[config.mk]
export PLATFORM = sky130hd
export DESIGN_NAME = pipe_stage_reg
export DESIGN_NICKNAME = d
export VERILOG_FILES = /design/src/rtl/pipe_stage_reg.sv
export SDC_FILE = /design/constraint.sdc
export NUM_CORES = 1
export LEC_CHECK = 0
export ABC_AREA = 1
export CAP_MARGIN = 20
export CORE_UTILIZATION = 25
export DETAILED_ROUTE_END_ITERATION = 7
export GPL_TIMING_DRIVEN = 0
export PLACE_DENSITY = 0.5
export SLEW_MARGIN = 10
export SYNTH_ARGS = -nofsm -noshare
export SYNTH_HDL_FRONTEND = slang
export SYNTH_SLANG_ARGS = --single-unit
[constraint.sdc]
create_clock -name clk -period 1.75 [get_ports clk]
set_input_delay 0.35 -clock clk [delete_from_list [all_inputs] [get_ports clk]]
set_output_delay 0.35 -clock clk [all_outputs]
set_load 0.03 [all_outputs]
[src/rtl/pipe_stage_reg.sv]
`default_nettype none
// ============================================================================
// Module   : pipe_stage_reg
// Brief    : Elastic pipeline stage register (valid/ready) carrying CHANNELS
//            WIDTH-bit fields per beat, with freeze, flush and an optional
//            skid entry that makes in_ready a registered signal.
// Revision : 1.0 - initial release
// ============================================================================
module pipe_stage_reg #(
  parameter int WIDTH    = 32,
  parameter int CHANNELS = 2,
  parameter bit SKID     = 1'b1
) (
  input  logic                      clk,
  input  logic                      rst,
  input  logic                      freeze,
  input  logic                      flush,
  input  logic                      in_valid,
  output logic                      in_ready,
  input  logic [CHANNELS*WIDTH-1:0] in_data,
  output logic                      out_valid,
  input  logic                      out_ready,
  output logic [CHANNELS*WIDTH-1:0] out_data,
  output logic [1:0]                occupancy
);

  localparam int BUS_W = CHANNELS * WIDTH;

  typedef enum logic [1:0] {
    EMPTY = 2'd0,
    ONE   = 2'd1,
    TWO   = 2'd2
  } state_t;

  state_t             state_q;
  state_t             state_nxt;
  logic [BUS_W-1:0]   main_q;
  logic [BUS_W-1:0]   skid_q;
  logic               xfer_en;
  logic               push;
  logic               pop;
  logic               load_main_in;
  logic               load_main_skid;
  logic               load_skid;

  // Transfers on both sides are only possible outside reset, freeze and flush.
  assign xfer_en   = rst && !freeze && !flush;
  assign out_valid = (state_q != EMPTY) && xfer_en;
  assign out_data  = main_q;
  assign push      = in_valid && in_ready;
  assign pop       = out_valid && out_ready;

  generate
    if (SKID) begin : g_skid
      logic ready_q;

      // Registered acceptance: ready whenever the stage will not be full next cycle.
      always_ff @(posedge clk) begin
        if (!rst) begin
          ready_q <= 1'b1;
        end else begin
          ready_q <= (state_nxt != TWO);
        end
      end

      assign in_ready = ready_q && xfer_en;
    end else begin : g_noskid
      // Single entry: accept when empty or when the held beat leaves this edge.
      assign in_ready = ((state_q == EMPTY) || out_ready) && xfer_en;
    end
  endgenerate

  // Next-state and data-path load selection; flush overrides the handshake.
  always_comb begin
    state_nxt      = state_q;
    load_main_in   = 1'b0;
    load_main_skid = 1'b0;
    load_skid      = 1'b0;
    if (flush) begin
      state_nxt = EMPTY;
    end else begin
      case (state_q)
        EMPTY: begin
          if (push) begin
            state_nxt    = ONE;
            load_main_in = 1'b1;
          end
        end
        ONE: begin
          if (push && pop) begin
            load_main_in = 1'b1;
          end else if (push && SKID) begin
            state_nxt = TWO;
            load_skid = 1'b1;
          end else if (pop) begin
            state_nxt = EMPTY;
          end
        end
        TWO: begin
          if (pop) begin
            state_nxt      = ONE;
            load_main_skid = 1'b1;
          end
        end
        default: begin
          state_nxt = EMPTY;
        end
      endcase
    end
  end

  // State register with the occupancy count kept in step with it.
  always_ff @(posedge clk) begin
    if (!rst) begin
      state_q   <= EMPTY;
      occupancy <= 2'd0;
    end else begin
      state_q <= state_nxt;
      case (state_nxt)
        ONE:     occupancy <= 2'd1;
        TWO:     occupancy <= 2'd2;
        default: occupancy <= 2'd0;
      endcase
    end
  end

  // Beat storage; flush clears only the state, so data registers keep stale contents.
  always_ff @(posedge clk) begin
    if (!rst) begin
      main_q <= '0;
      skid_q <= '0;
    end else begin
      if (load_main_in) begin
        main_q <= in_data;
      end else if (load_main_skid) begin
        main_q <= skid_q;
      end
      if (load_skid) begin
        skid_q <= in_data;
      end
    end
  end

endmodule
`default_nettype wire

==> out/summary.log, run 1 <==
INFO  status         outcome=finished clean
INFO  logic_synthesis post_synth_inst_count=902
INFO  logic_synthesis synthesis.nets=972
INFO  drt            drt-initial-drc-count=441
INFO  logic_synthesis yosys.area_share.simple=35.7%
INFO  floorplanning  fp.dieW=161um
INFO  placed_design  numPlacedInstances=1,363
INFO  global_route   number_of_global_route_vias_before_repair=6,560
INFO  layout         final_non_filler_cells=1,395
INFO  sta            summed_negative_setup_slack_over_all_endpoints=0ns
INFO  clocking       cts_tree=built
INFO  logic_synthesis combinational_family_with_the_most_area_after_synthesis=simple AND/OR/NAND/NOR gates
INFO  clocking       ctsRootBufferMaster=sky130_fd_sc_hd__clkbuf_16
INFO  power          internal_power=5.50mW
INFO  layout         nNetsFinal=1,130
INFO  min_path       min_path_type=input port to flop
INFO  clocking       holdBufCountCts=0
INFO  sta            timing.final.crit_period=1.70ns
INFO  setup_path     crit-reg2reg-capture=out_data[24]
INFO  sta            period_share=97.2%
INFO  sta            worstMarginPinSlew=0.569ns
INFO  clocking       path_clk_slew=0.06ns
INFO  floorplanning  placement_rows=57
INFO  drt            drt_first_pass_iters=7
INFO  power          power.share.clock=47.5%
INFO  layout         postLayoutCellArea=8780um2
INFO  sta            postLayoutSetupSlackWorst=0.0498ns
INFO  drt            drcViolationCount=0
INFO  sta            maxSlewHeadroom=62.1%
INFO  logic_synthesis synth.yosys.warnings=0
INFO  placed_design  placedInstanceArea=8130um2
INFO  power          vdd_drop_max=0.454mV
INFO  layout         flow.area_growth_from_synthesis=38.2%
INFO  logic_synthesis yosys.area_share.adder=0%
INFO  power          power.switching=1.78mW
INFO  floorplanning  io_pins=138
INFO  power          power-per-cell-area=828nW/um2
INFO  logic_synthesis area_fraction_in_compound_gates_after_synthesis=10.2%
INFO  setup_path     timing.critical_path.arrival=1.35ns
INFO  floorplanning  dieArea=26,100um2
INFO  setup_path     critPathLaunch=freeze
INFO  sta            final.setup_skew=0.0145ns
INFO  placed_design  gp_routability_congestion=0.816
INFO  drt            ant_nets=0
INFO  setup_path     worstSetupEndpoint=out_valid
INFO  placed_design  numPortBuffers=137
INFO  global_route   antenna_found_initial=2
INFO  setup_path     critical_path.max_fanout=10
INFO  setup_path     reg2reg_from=state_q[0]
INFO  setup_path     cp-start-kind=input port
INFO  drt            detail_route.wl_per_cell=15.9um
INFO  clocking       cts_buffer_depth=2
INFO  setup_path     timing.critical_path.required=1.40ns
INFO  global_route   gr-usage-all-layers=17.1%
INFO  power          power_frac_seq=42.7%
INFO  logic_synthesis ys_types=14
INFO  floorplanning  initial_utilization=25.8%
INFO  sta            grt_setup_unrepaired=true
INFO  power          power_frac_comb=9.8%
INFO  placed_design  pre_cts_slack=-1.04ns
INFO  sta            drv_slew=0
INFO  layout         share_of_layout_cells_above_drive_strength_1=11.1%
INFO  sta            timing.fmax=588MHz
INFO  clocking       clock_latency_at_the_later_pin_of_the_worst_skew_pair=0.43ns
INFO  logic_synthesis synthesis.area_per_instance=7.05um2
INFO  logic_synthesis postSynthRegisterBits=133
INFO  logic_synthesis synth-seq-area-share=41.9%
INFO  floorplanning  die_outline_height=161um
INFO  setup_path     crit_path_end_kind=output port
INFO  logic_synthesis synthXorXnorAreaFrac=0%
INFO  logic_synthesis synth.mux.area_fraction=0%
INFO  drt            detailroute.via_count=6,754
INFO  min_path       worst_hold_path.num_cells=3
INFO  drt            wl=22,200um
INFO  placed_design  detailed_place_hpwl=15,600um
INFO  clocking       cts_made_buffers=17
INFO  sta            final_setup_violation_count=0
INFO  power          cellLeakagePower=3.81nW
INFO  setup_path     kind_of_critical_path=input port to output port
INFO  drt            vias_per_cell=4.84
INFO  logic_synthesis post_syn_area=6360um2
INFO  floorplanning  coreArea=24,600um2
INFO  global_route   pin_count_of_the_biggest_net_entering_global_routing=17
INFO  sta            report.final.hold_viol_count=0
INFO  clocking       ctsHtreeMaxLevel=4
INFO  setup_path     r2r_cells=11
INFO  power          switching_fraction=24.4%
INFO  flow_run       drv_cap=0
INFO  setup_path     worst_setup_slack_for_register_to_register_paths=0.10ns
INFO  global_route   grt_first_pass_wirelength=34,900um
INFO  clocking       clock_sink_count=133
INFO  global_route   overflow=0
[worst min-delay path by stage]
stage	startpoint	end	slack [ns]
2_1_floorplan	skid_q[0]	skid_q[0]	0.44
3_3_place_gp	skid_q[7]	skid_q[7]	0.45
3_5_place_dp	skid_q[21]	skid_q[21]	0.45
4_1_cts	rst	g_skid.ready_q	0.41
5_1_grt	flush	g_skid.ready_q	0.33
6_report	flush	g_skid.ready_q	0.31
[flip-flops by register name (all words and copies together), names as in the netlist]
register and flops:
out_data 64, skid_q 64, occupancy 2, state_q 2, g_skid.ready_q 1
[through the flow]
| step | util, % | hold WS [ns] | total power [mW] |
|---|---|---|---|
| global placement | 33.1 | 0.450 | 3.92 |
| floorplan | - | 0.440 | 3.52 |
| global route | 35.7 | 0.334 | 7.53 |
| detailed placement | 33.1 | 0.455 | 3.92 |
| finish | 35.7 | 0.312 | 7.27 |
| CTS | 35.2 | 0.407 | 7.35 |
[power groups by stage]
stage               clock, mW  sequential (mW)  combinational (mW)
global route             3.65             3.11               0.773
finish                   3.45             3.11               0.714
floorplan                   0             3.27               0.247
CTS                      3.53             3.11               0.712
detailed placement          0             3.18               0.741
global placement            0             3.18               0.744
[worst max-delay path, cell delays in order]
cell	delay (ns)
sky130_fd_sc_hd__dlygate4sd2_1	0.29
sky130_fd_sc_hd__nor2_4	0.16
sky130_fd_sc_hd__nand2_2	0.10
sky130_fd_sc_hd__nor2_4	0.15
sky130_fd_sc_hd__buf_6	0.16
sky130_fd_sc_hd__buf_6	0.14
[cell type report]
type | instances | area [um2]
Antenna cell | 2 | 5.00
Buffer | 97 | 624
Clock buffer | 22 | 464
Clock inverter | 6 | 80.1
Fill cell | 2697 | 15800
Inverter | 71 | 267
Multi-Input combinational cell | 600 | 2970
Sequential cell | 133 | 2660
Tap cell | 324 | 405
Timing Repair Buffer | 140 | 1300
[cell usage in the layout, fill, tap and decap left out]
| cell | synthesis | layout |
|---|---|---|
| sky130_fd_sc_hd__nand2_1 | 199 | 197 |
| sky130_fd_sc_hd__nand3_1 | 134 | 133 |
| sky130_fd_sc_hd__dfxtp_1 | 133 | 132 |
| sky130_fd_sc_hd__nand4_1 | 129 | 129 |
| sky130_fd_sc_hd__a21oi_1 | 129 | 129 |
| sky130_fd_sc_hd__inv_1 | 70 | 70 |
| sky130_fd_sc_hd__dlygate4sd2_1 | 0 | 68 |
| sky130_fd_sc_hd__clkdlybuf4s50_1 | 0 | 66 |
| sky130_fd_sc_hd__buf_4 | 11 | 28 |
| sky130_fd_sc_hd__clkbuf_1 | 42 | 24 |
| sky130_fd_sc_hd__clkbuf_2 | 0 | 20 |
| sky130_fd_sc_hd__clkbuf_16 | 0 | 17 |
| sky130_fd_sc_hd__clkbuf_4 | 0 | 12 |
| sky130_fd_sc_hd__buf_6 | 7 | 11 |
| sky130_fd_sc_hd__buf_2 | 38 | 10 |
| sky130_fd_sc_hd__clkinv_2 | 0 | 4 |
| sky130_fd_sc_hd__nor2_2 | 2 | 3 |
| sky130_fd_sc_hd__nor2_4 | 0 | 3 |
| sky130_fd_sc_hd__diode_2 | 0 | 2 |
| sky130_fd_sc_hd__nor2_1 | 6 | 2 |
| sky130_fd_sc_hd__clkbuf_8 | 0 | 2 |
| sky130_fd_sc_hd__bufinv_16 | 0 | 2 |
| sky130_fd_sc_hd__nand2_2 | 0 | 1 |
| sky130_fd_sc_hd__inv_2 | 1 | 1 |
| sky130_fd_sc_hd__nand4_4 | 0 | 1 |
| sky130_fd_sc_hd__nand2_4 | 0 | 1 |
| sky130_fd_sc_hd__buf_8 | 0 | 1 |
| sky130_fd_sc_hd__nand3_4 | 0 | 1 |
| sky130_fd_sc_hd__dfxtp_2 | 0 | 1 |
[timing repair]
item / 4_1_cts / 5_1_grt
gates resized for setup: 108 / 63
pin swaps: 2 / 2
buffers inserted: 1 / 2
setup endpoints to repair: 198 / 127
[per-layer routing]
layer	share of wire, %	up-vias	track usage [%]
li1	-	3416	-
met1	46	3107	22.4
met2	46	203	27.3
met3	5.9	28	4.19
met4	1.6	0	5.83
met5	0	-	0
[kinds of logic (layout without fill, tap and decap cells)]
| group | after synthesis | in the layout |
|---|---|---|
| compound gates | 129 | 129 |
| other cells | 0 | 2 |
| flops | 133 | 133 |
| buf+inv | 169 | 336 |
| simple gates | 471 | 471 |
[cells in the mapped netlist]
master,number,area [um2]
sky130_fd_sc_hd__a21oi_1,129,646
sky130_fd_sc_hd__buf_2,38,190
sky130_fd_sc_hd__buf_4,11,82.6
sky130_fd_sc_hd__buf_6,7,78.8
sky130_fd_sc_hd__clkbuf_1,42,158
sky130_fd_sc_hd__dfxtp_1,133,2660
sky130_fd_sc_hd__inv_1,70,263
sky130_fd_sc_hd__inv_2,1,3.75
sky130_fd_sc_hd__nand2_1,199,747
sky130_fd_sc_hd__nand3_1,134,671
sky130_fd_sc_hd__nand4_1,129,807
sky130_fd_sc_hd__nand4_2,1,12.5
sky130_fd_sc_hd__nor2_1,6,22.5
sky130_fd_sc_hd__nor2_2,2,12.5
Note: power is estimated with default switching activity, not from simulation.
==> inputs of run 2 (changes only) <==
SLEW_MARGIN = 25   (was 10)
TNS_END_PERCENT = 50   (was not set)
==> out/summary.log, run 2 (synthesis results as in run 1) <==
INFO  global_route   global_route.usage.met1=22.4% [unchanged]
INFO  clocking       path_clk_slew=0.05ns [about the same]
INFO  sta            maxSlewHeadroom=62.1% [about the same]
INFO  sta            period_share=98.3% [+1.2 points]
INFO  drt            detail_route.wl_per_cell=15.9um [about the same]
INFO  placed_design  gp_routability_congestion=0.816 [unchanged]
INFO  drt            wl=22,300um [about the same]
INFO  layout         most-common-layout-cells=sky130_fd_sc_hd__nand2_1 (197), sky130_fd_sc_hd__nand3_1 (133), sky130_fd_sc_hd__dfxtp_1 (132)
INFO  setup_path     worst_setup_slack_for_register_to_register_paths=0.10ns [about the same]
INFO  clocking       clock_latency_at_the_later_pin_of_the_worst_skew_pair=0.43ns [about the same]
INFO  placed_design  detailed_place_hpwl=15,600um [unchanged]
INFO  clocking       cts_made_buffers=17 [unchanged]
INFO  drt            drt_first_pass_iters=5 [-2]
INFO  sta            grt_setup_unrepaired=true
INFO  drt            vias_per_cell=4.84 [about the same]
INFO  min_path       min_path_type=flop to flop
INFO  setup_path     r2r_cells=11 [unchanged]
INFO  setup_path     critical-path-top-delay-family=buffers and inverters
INFO  layout         final_non_filler_cells=1,395 [unchanged]
INFO  global_route   overflow=0 [unchanged]
INFO  sta            worstMarginPinSlew=0.569ns [+0.0000609 ns]
INFO  placed_design  pre_cts_slack=-1.04ns [unchanged]
INFO  global_route   gr-usage-all-layers=17.1% [unchanged]
INFO  setup_path     timing.critical_path.arrival=1.37ns [+0.02 ns]
INFO  layout         layout_commonest_cell=sky130_fd_sc_hd__nand2_1
INFO  placed_design  numPortBuffers=137 [unchanged]
INFO  setup_path     cp-start-kind=input port
INFO  layout         final_core_utilization=35.7% [about the same]
INFO  global_route   grt_first_pass_wirelength=34,900um [unchanged]
INFO  sta            fin_hold_ws=0.461ns [+0.149 ns]
INFO  setup_path     timing.critical_path.cells=dlygate4sd2_1, nor2_4, nand2_2, nor2_4, buf_6, buf_6
INFO  power          power-per-cell-area=828nW/um2 [about the same]
INFO  drt            drt-initial-drc-count=441 [unchanged]
INFO  floorplanning  placement_rows=57 [unchanged]
INFO  setup_path     worst_stage_delay_on_the_critical_path=0.29ns [about the same]
INFO  clocking       holdBufCountCts=0 [unchanged]
INFO  clocking       cts_buffer_depth=2 [unchanged]
INFO  min_path       worst_hold_path.num_cells=2 [-1]
INFO  clocking       ctsHtreeMaxLevel=4 [unchanged]
INFO  clocking       clock_sink_count=133 [unchanged]
INFO  global_route   top_usage_layer=met2
INFO  layout         flow.area_growth_from_synthesis=38.2% [about the same]
INFO  global_route   antenna_found_initial=2 [unchanged]
INFO  min_path       hold_path.startpoint=skid_q[3]
INFO  sta            timing.fmax=581MHz [-1.2%]
INFO  clocking       ctsRootBufferMaster=sky130_fd_sc_hd__clkbuf_16
INFO  setup_path     critical_path.max_fanout=10 [unchanged]
INFO  sta            final.setup_skew=0.0146ns [+0.0000206 ns]
INFO  sta            summed_negative_setup_slack_over_all_endpoints=0ns [unchanged]
INFO  global_route   pin_count_of_the_biggest_net_entering_global_routing=17 [unchanged]
INFO  placed_design  numPlacedInstances=1,363 [unchanged]
INFO  floorplanning  initial_utilization=25.8% [unchanged]
INFO  layout         postLayoutCellArea=8790um2 [about the same]
INFO  setup_path     crit_path_end_kind=output port
INFO  setup_path     reg2reg_from=state_q[0]
INFO  power          p_total=7.27mW [about the same]
INFO  floorplanning  fp.dieW=161um [unchanged]
INFO  sta            drv_slew=0 [unchanged]
INFO  clocking       cts_tree=built
INFO  layout         share_of_layout_cells_above_drive_strength_1=11.0% [-0.094 points]
INFO  drt            detailroute.via_count=6,756 [+0.030%]
INFO  status         outcome=finished clean
INFO  power          cellLeakagePower=3.81nW [about the same]
INFO  floorplanning  coreArea=24,600um2 [unchanged]
INFO  floorplanning  dieArea=26,100um2 [unchanged]
INFO  setup_path     timing.critical_path.required=1.40ns [about the same]
INFO  drt            drcViolationCount=0 [unchanged]
INFO  power          vdd_drop_max=0.454mV [about the same]
INFO  setup_path     crit-reg2reg-capture=out_data[24]
INFO  global_route   grt_util_met2=27.3% [unchanged]
INFO  setup_path     kind_of_critical_path=input port to output port
INFO  global_route   number_of_global_route_vias_before_repair=6,560 [unchanged]
INFO  sta            postLayoutSetupSlackWorst=0.0292ns [-0.0206 ns]
INFO  setup_path     worst-path-buf-inv=3 [unchanged]
INFO  setup_path     timing.critical_path.slowest_stage_cell=sky130_fd_sc_hd__dlygate4sd2_1
INFO  flow_run       drv_cap=0 [unchanged]
INFO  global_route   use_met3=4.19% [unchanged]
INFO  placed_design  placedInstanceArea=8130um2 [unchanged]
INFO  layout         layout.filler_cells=2,697 [unchanged]
INFO  floorplanning  io_pins=138 [unchanged]
INFO  sta            report.final.hold_viol_count=0 [unchanged]
INFO  min_path       min_delay_worst_endpoint=skid_q[3]
INFO  sta            final_setup_violation_count=0 [unchanged]
INFO  drt            ant_nets=0 [unchanged]
INFO  floorplanning  die_outline_height=161um [unchanged]
INFO  sta            timing.final.crit_period=1.72ns [+0.0206 ns]
INFO  layout         nNetsFinal=1,130 [unchanged]
-- run 2: repair_timing --
item                                    4_1_cts  5_1_grt
pin swaps                                     2        1
endpoints found under the setup margin      198      127
resized for setup                           108       61
buffers inserted                              1        2
-- run 2: worst max path at each step --
stage / from / end / slack [ns] / cells after the start
finish: freeze / out_valid / 0.03 / 6
global route: flush / out_data[2] / -0.03 / 9
floorplan: flush / out_data[24] / 0.30 / 8
detailed placement: flush / out_data[37] / -1.04 / 8
CTS: state_q[0] / out_data[24] / 0.001 / 10
global placement: flush / out_data[45] / -1.13 / 8
-- run 2: tightest hold or removal path: cells and delay by family, from the launching register on --
kind,cells,cell delay [ns]
AO/OA/AOI/OAI,1,0.05
flip-flops,1,0.30
AND/OR/NAND/NOR,1,0.06
-- run 2: where the power goes --
part	internal [mW]	leakage, nW	switching [mW]
Sequential	3.08	1.08	0.0259
Combinational	0.288	2.46	0.426
Clock	2.13	0.271	1.32
-- run 2: cell type report --
class | instances | area, um2 | share of cell area [%]
Multi-Input combinational cell | 600 | 2970 | 33.8
Timing Repair Buffer | 140 | 1300 | 14.8
Buffer | 97 | 624 | 7.11
Sequential cell | 133 | 2660 | 30.3
Tap cell | 324 | 405 | 4.61
Inverter | 71 | 267 | 3.03
Clock inverter | 6 | 80.1 | 0.911
Antenna cell | 2 | 5.00 | 0.0570
Clock buffer | 22 | 464 | 5.28
-- run 2: routing by layer --
layer	up-vias	wire length [um]
met5	-	0
met4	0	367
met3	32	1290
met2	200	10300
met1	3109	10300
li1	3415	-
==> inputs of run 3 (changes only) <==
PLACE_DENSITY = 0.49   (was 0.5)
clock period = 1.7 ns   (was 1.75 ns; I/O delays follow)
==> out/summary.log, run 3 (synthesis results as in run 1) <==
INFO  clocking       ctsRootBufferMaster=sky130_fd_sc_hd__clkbuf_16
INFO  setup_path     crit_path_end_kind=output port
INFO  setup_path     timing.critical_path.required=1.36ns [-0.04 ns]
INFO  sta            final.setup_skew=0.0144ns [-0.000134 ns]
INFO  global_route   grt_util_met2=28.6% [+1.3 points]
INFO  setup_path     critical_path.max_fanout=10 [unchanged]
INFO  global_route   pin_count_of_the_biggest_net_entering_global_routing=17 [unchanged]
INFO  floorplanning  coreArea=24,600um2 [unchanged]
INFO  sta            fin_hold_ws=0.432ns [-0.0289 ns]
INFO  power          cellLeakagePower=3.84nW [+0.89%]
INFO  layout         layout_commonest_cell=sky130_fd_sc_hd__nand2_1
INFO  global_route   antenna_found_initial=1 [-1]
INFO  global_route   use_met3=2.90% [-1.3 points]
INFO  setup_path     cp-start-kind=input port
INFO  global_route   overflow=0 [unchanged]
INFO  clocking       holdBufCountCts=0 [unchanged]
INFO  drt            vias_per_cell=4.79 [-1.1%]
INFO  placed_design  numPortBuffers=137 [unchanged]
INFO  global_route   top_usage_layer=met2
INFO  power          power-per-cell-area=843nW/um2 [+1.8%]
INFO  setup_path     reg2reg_from=state_q[0]
INFO  placed_design  detailed_place_hpwl=15,700um [+0.70%]
INFO  clocking       cts_buffer_depth=2 [unchanged]
INFO  global_route   gr-usage-all-layers=17.5% [+0.37 points]
INFO  clocking       path_clk_slew=0.06ns [about the same]
INFO  global_route   grt_first_pass_wirelength=35,600um [+1.9%]
INFO  placed_design  gp_routability_congestion=0.797 [-2.3%]
INFO  sta            report.final.hold_viol_count=0 [unchanged]
INFO  clocking       ctsHtreeMaxLevel=4 [unchanged]
INFO  floorplanning  initial_utilization=25.8% [unchanged]
INFO  floorplanning  io_pins=138 [unchanged]
INFO  setup_path     kind_of_critical_path=input port to output port
INFO  sta            maxSlewHeadroom=61.4% [-0.64 points]
INFO  sta            period_share=98.9%
INFO  sta            final_setup_violation_count=0 [unchanged]
INFO  floorplanning  fp.dieW=161um [unchanged]
INFO  drt            wl=22,500um [+1.2%]
INFO  power          power.switching=1.89mW [+6.2%]
INFO  power          internal_power=5.62mW [+2.2%]
INFO  floorplanning  die_outline_height=161um [unchanged]
INFO  layout         nNetsFinal=1,132 [+0.18%]
INFO  drt            drt_first_pass_iters=5 [unchanged]
INFO  drt            drcViolationCount=0 [unchanged]
INFO  floorplanning  dieArea=26,100um2 [unchanged]
INFO  power          switching_fraction=25.1% [+0.70 points]
INFO  sta            timing.fmax=595MHz
INFO  sta            timing.final.crit_period=1.68ns
INFO  power          power_frac_seq=42.6% [about the same]
INFO  power          vdd_drop_max=0.406mV [-10%]
INFO  sta            worstMarginPinSlew=0.578ns [+0.00957 ns]
INFO  clocking       clock_sink_count=133 [unchanged]
INFO  drt            drt-initial-drc-count=344 [-22%]
INFO  flow_run       drv_cap=0 [unchanged]
INFO  floorplanning  placement_rows=57 [unchanged]
INFO  drt            ant_nets=0 [unchanged]
INFO  global_route   global_route.usage.met1=23.1% [+0.74 points]
INFO  layout         most-common-layout-cells=sky130_fd_sc_hd__nand2_1 (195), sky130_fd_sc_hd__nand3_1 (133), sky130_fd_sc_hd__dfxtp_1 (132)
INFO  layout         share_of_layout_cells_above_drive_strength_1=12.1% [+1.1 points]
INFO  setup_path     timing.critical_path.arrival=1.34ns [-0.03 ns]
INFO  setup_path     critPathLaunch=freeze
INFO  clocking       cts_tree=built
INFO  power          power_frac_comb=9.9% [about the same]
INFO  min_path       min_path_type=input port to flop
INFO  min_path       hold_path.startpoint=rst
INFO  power          power.share.clock=47.5% [about the same]
INFO  clocking       clock_latency_at_the_later_pin_of_the_worst_skew_pair=0.43ns [about the same]
INFO  status         outcome=finished clean
INFO  sta            drv_slew=0 [unchanged]
INFO  layout         n_antenna_cell=0 [-2]
INFO  drt            detailroute.via_count=6,697 [-0.87%]
INFO  sta            grt_setup_unrepaired=true
INFO  layout         flow.area_growth_from_synthesis=40.1%
INFO  global_route   number_of_global_route_vias_before_repair=6,512 [-0.73%]
INFO  drt            detail_route.wl_per_cell=16.1um [+0.96%]
INFO  layout         final_core_utilization=36.2% [+0.47 points]
INFO  clocking       cts_made_buffers=17 [unchanged]
-- run 3: changes by cell type in the layout (fill, tap and decap cells not counted), moves of 2 or more --
cell	delta
sky130_fd_sc_hd__buf_2	-7
sky130_fd_sc_hd__buf_6	+6
sky130_fd_sc_hd__buf_4	+4
sky130_fd_sc_hd__clkbuf_1	-4
sky130_fd_sc_hd__clkinvlp_4	+3
sky130_fd_sc_hd__buf_12	+2
sky130_fd_sc_hd__clkbuf_8	+2
sky130_fd_sc_hd__diode_2	-2
sky130_fd_sc_hd__nand2_1	-2
sky130_fd_sc_hd__nand2_2	+2
-- run 3: power by group through the flow --
stage	Clock, mW	Sequential, mW	Combinational, mW
final	3.56	3.20	0.745
after global routing	3.78	3.20	0.807
after CTS	3.64	3.20	0.738
after detailed placement	0	3.27	0.763
after global placement	0	3.27	0.763
after floorplan	0	3.37	0.254
-- run 3: repair_timing --
item                                    CTS  global route
setup buffers                             2             3
pin swaps                                 2             2
endpoints found under the setup margin  198           130
gates resized for setup                 139            45
-- run 3: area by class of cell --
cell class | count | area, um2
Sequential cell | 133 | 2660
Fill cell | 2690 | 15700
Inverter | 71 | 267
Timing Repair Buffer | 142 | 1340
Clock inverter | 9 | 77.6
Multi-Input combinational cell | 600 | 2990
Clock buffer | 22 | 484
Buffer | 97 | 681
Tap cell | 324 | 405
-- run 3: metal layers --
| layer | part of all wire (%) | vias up |
|---|---|---|
| met4 | 1.3 | 0 |
| met5 | 0 | - |
| met1 | 47 | 3116 |
| met2 | 47 | 131 |
| li1 | - | 3429 |
| met3 | 4.0 | 21 |
-- run 3: final timing paths --
| check | endpoint | slack [ns] | cells after the start |
|---|---|---|---|
| worst max-delay path | out_valid | 0.02 | 6 |
| worst min register to register | skid_q[3] | 0.46 | 2 |
| worst min-delay path | g_skid.ready_q | 0.43 | 2 |
| worst max register to register | skid_q[52] | 0.09 | 5 |
-- run 3: critical path, cell delays in order --
cell and delay, ns:
sky130_fd_sc_hd__dlygate4sd2_1 0.28, sky130_fd_sc_hd__nor2_4 0.18, sky130_fd_sc_hd__nand2_2 0.11, sky130_fd_sc_hd__nor2_4 0.14, sky130_fd_sc_hd__buf_6 0.15, sky130_fd_sc_hd__buf_6 0.14
-- run 3: stage by stage --
step | total power, mW | TNS (ns) | setup slack [ns] | area (um2) | std cells
floorplan | 3.62 | 0 | 0.264 | 6360 | 902
global placement | 4.03 | -98.72 | -1.00 | 8130 | 1363
detailed placement | 4.03 | -96.44 | -0.998 | 8130 | 1363
finish | 7.51 | 0 | 0.0184 | 8900 | 1398
CTS | 7.58 | -1.26 | -0.0617 | 8760 | 1395
global route | 7.79 | -0.162 | -0.0301 | 8900 | 1398
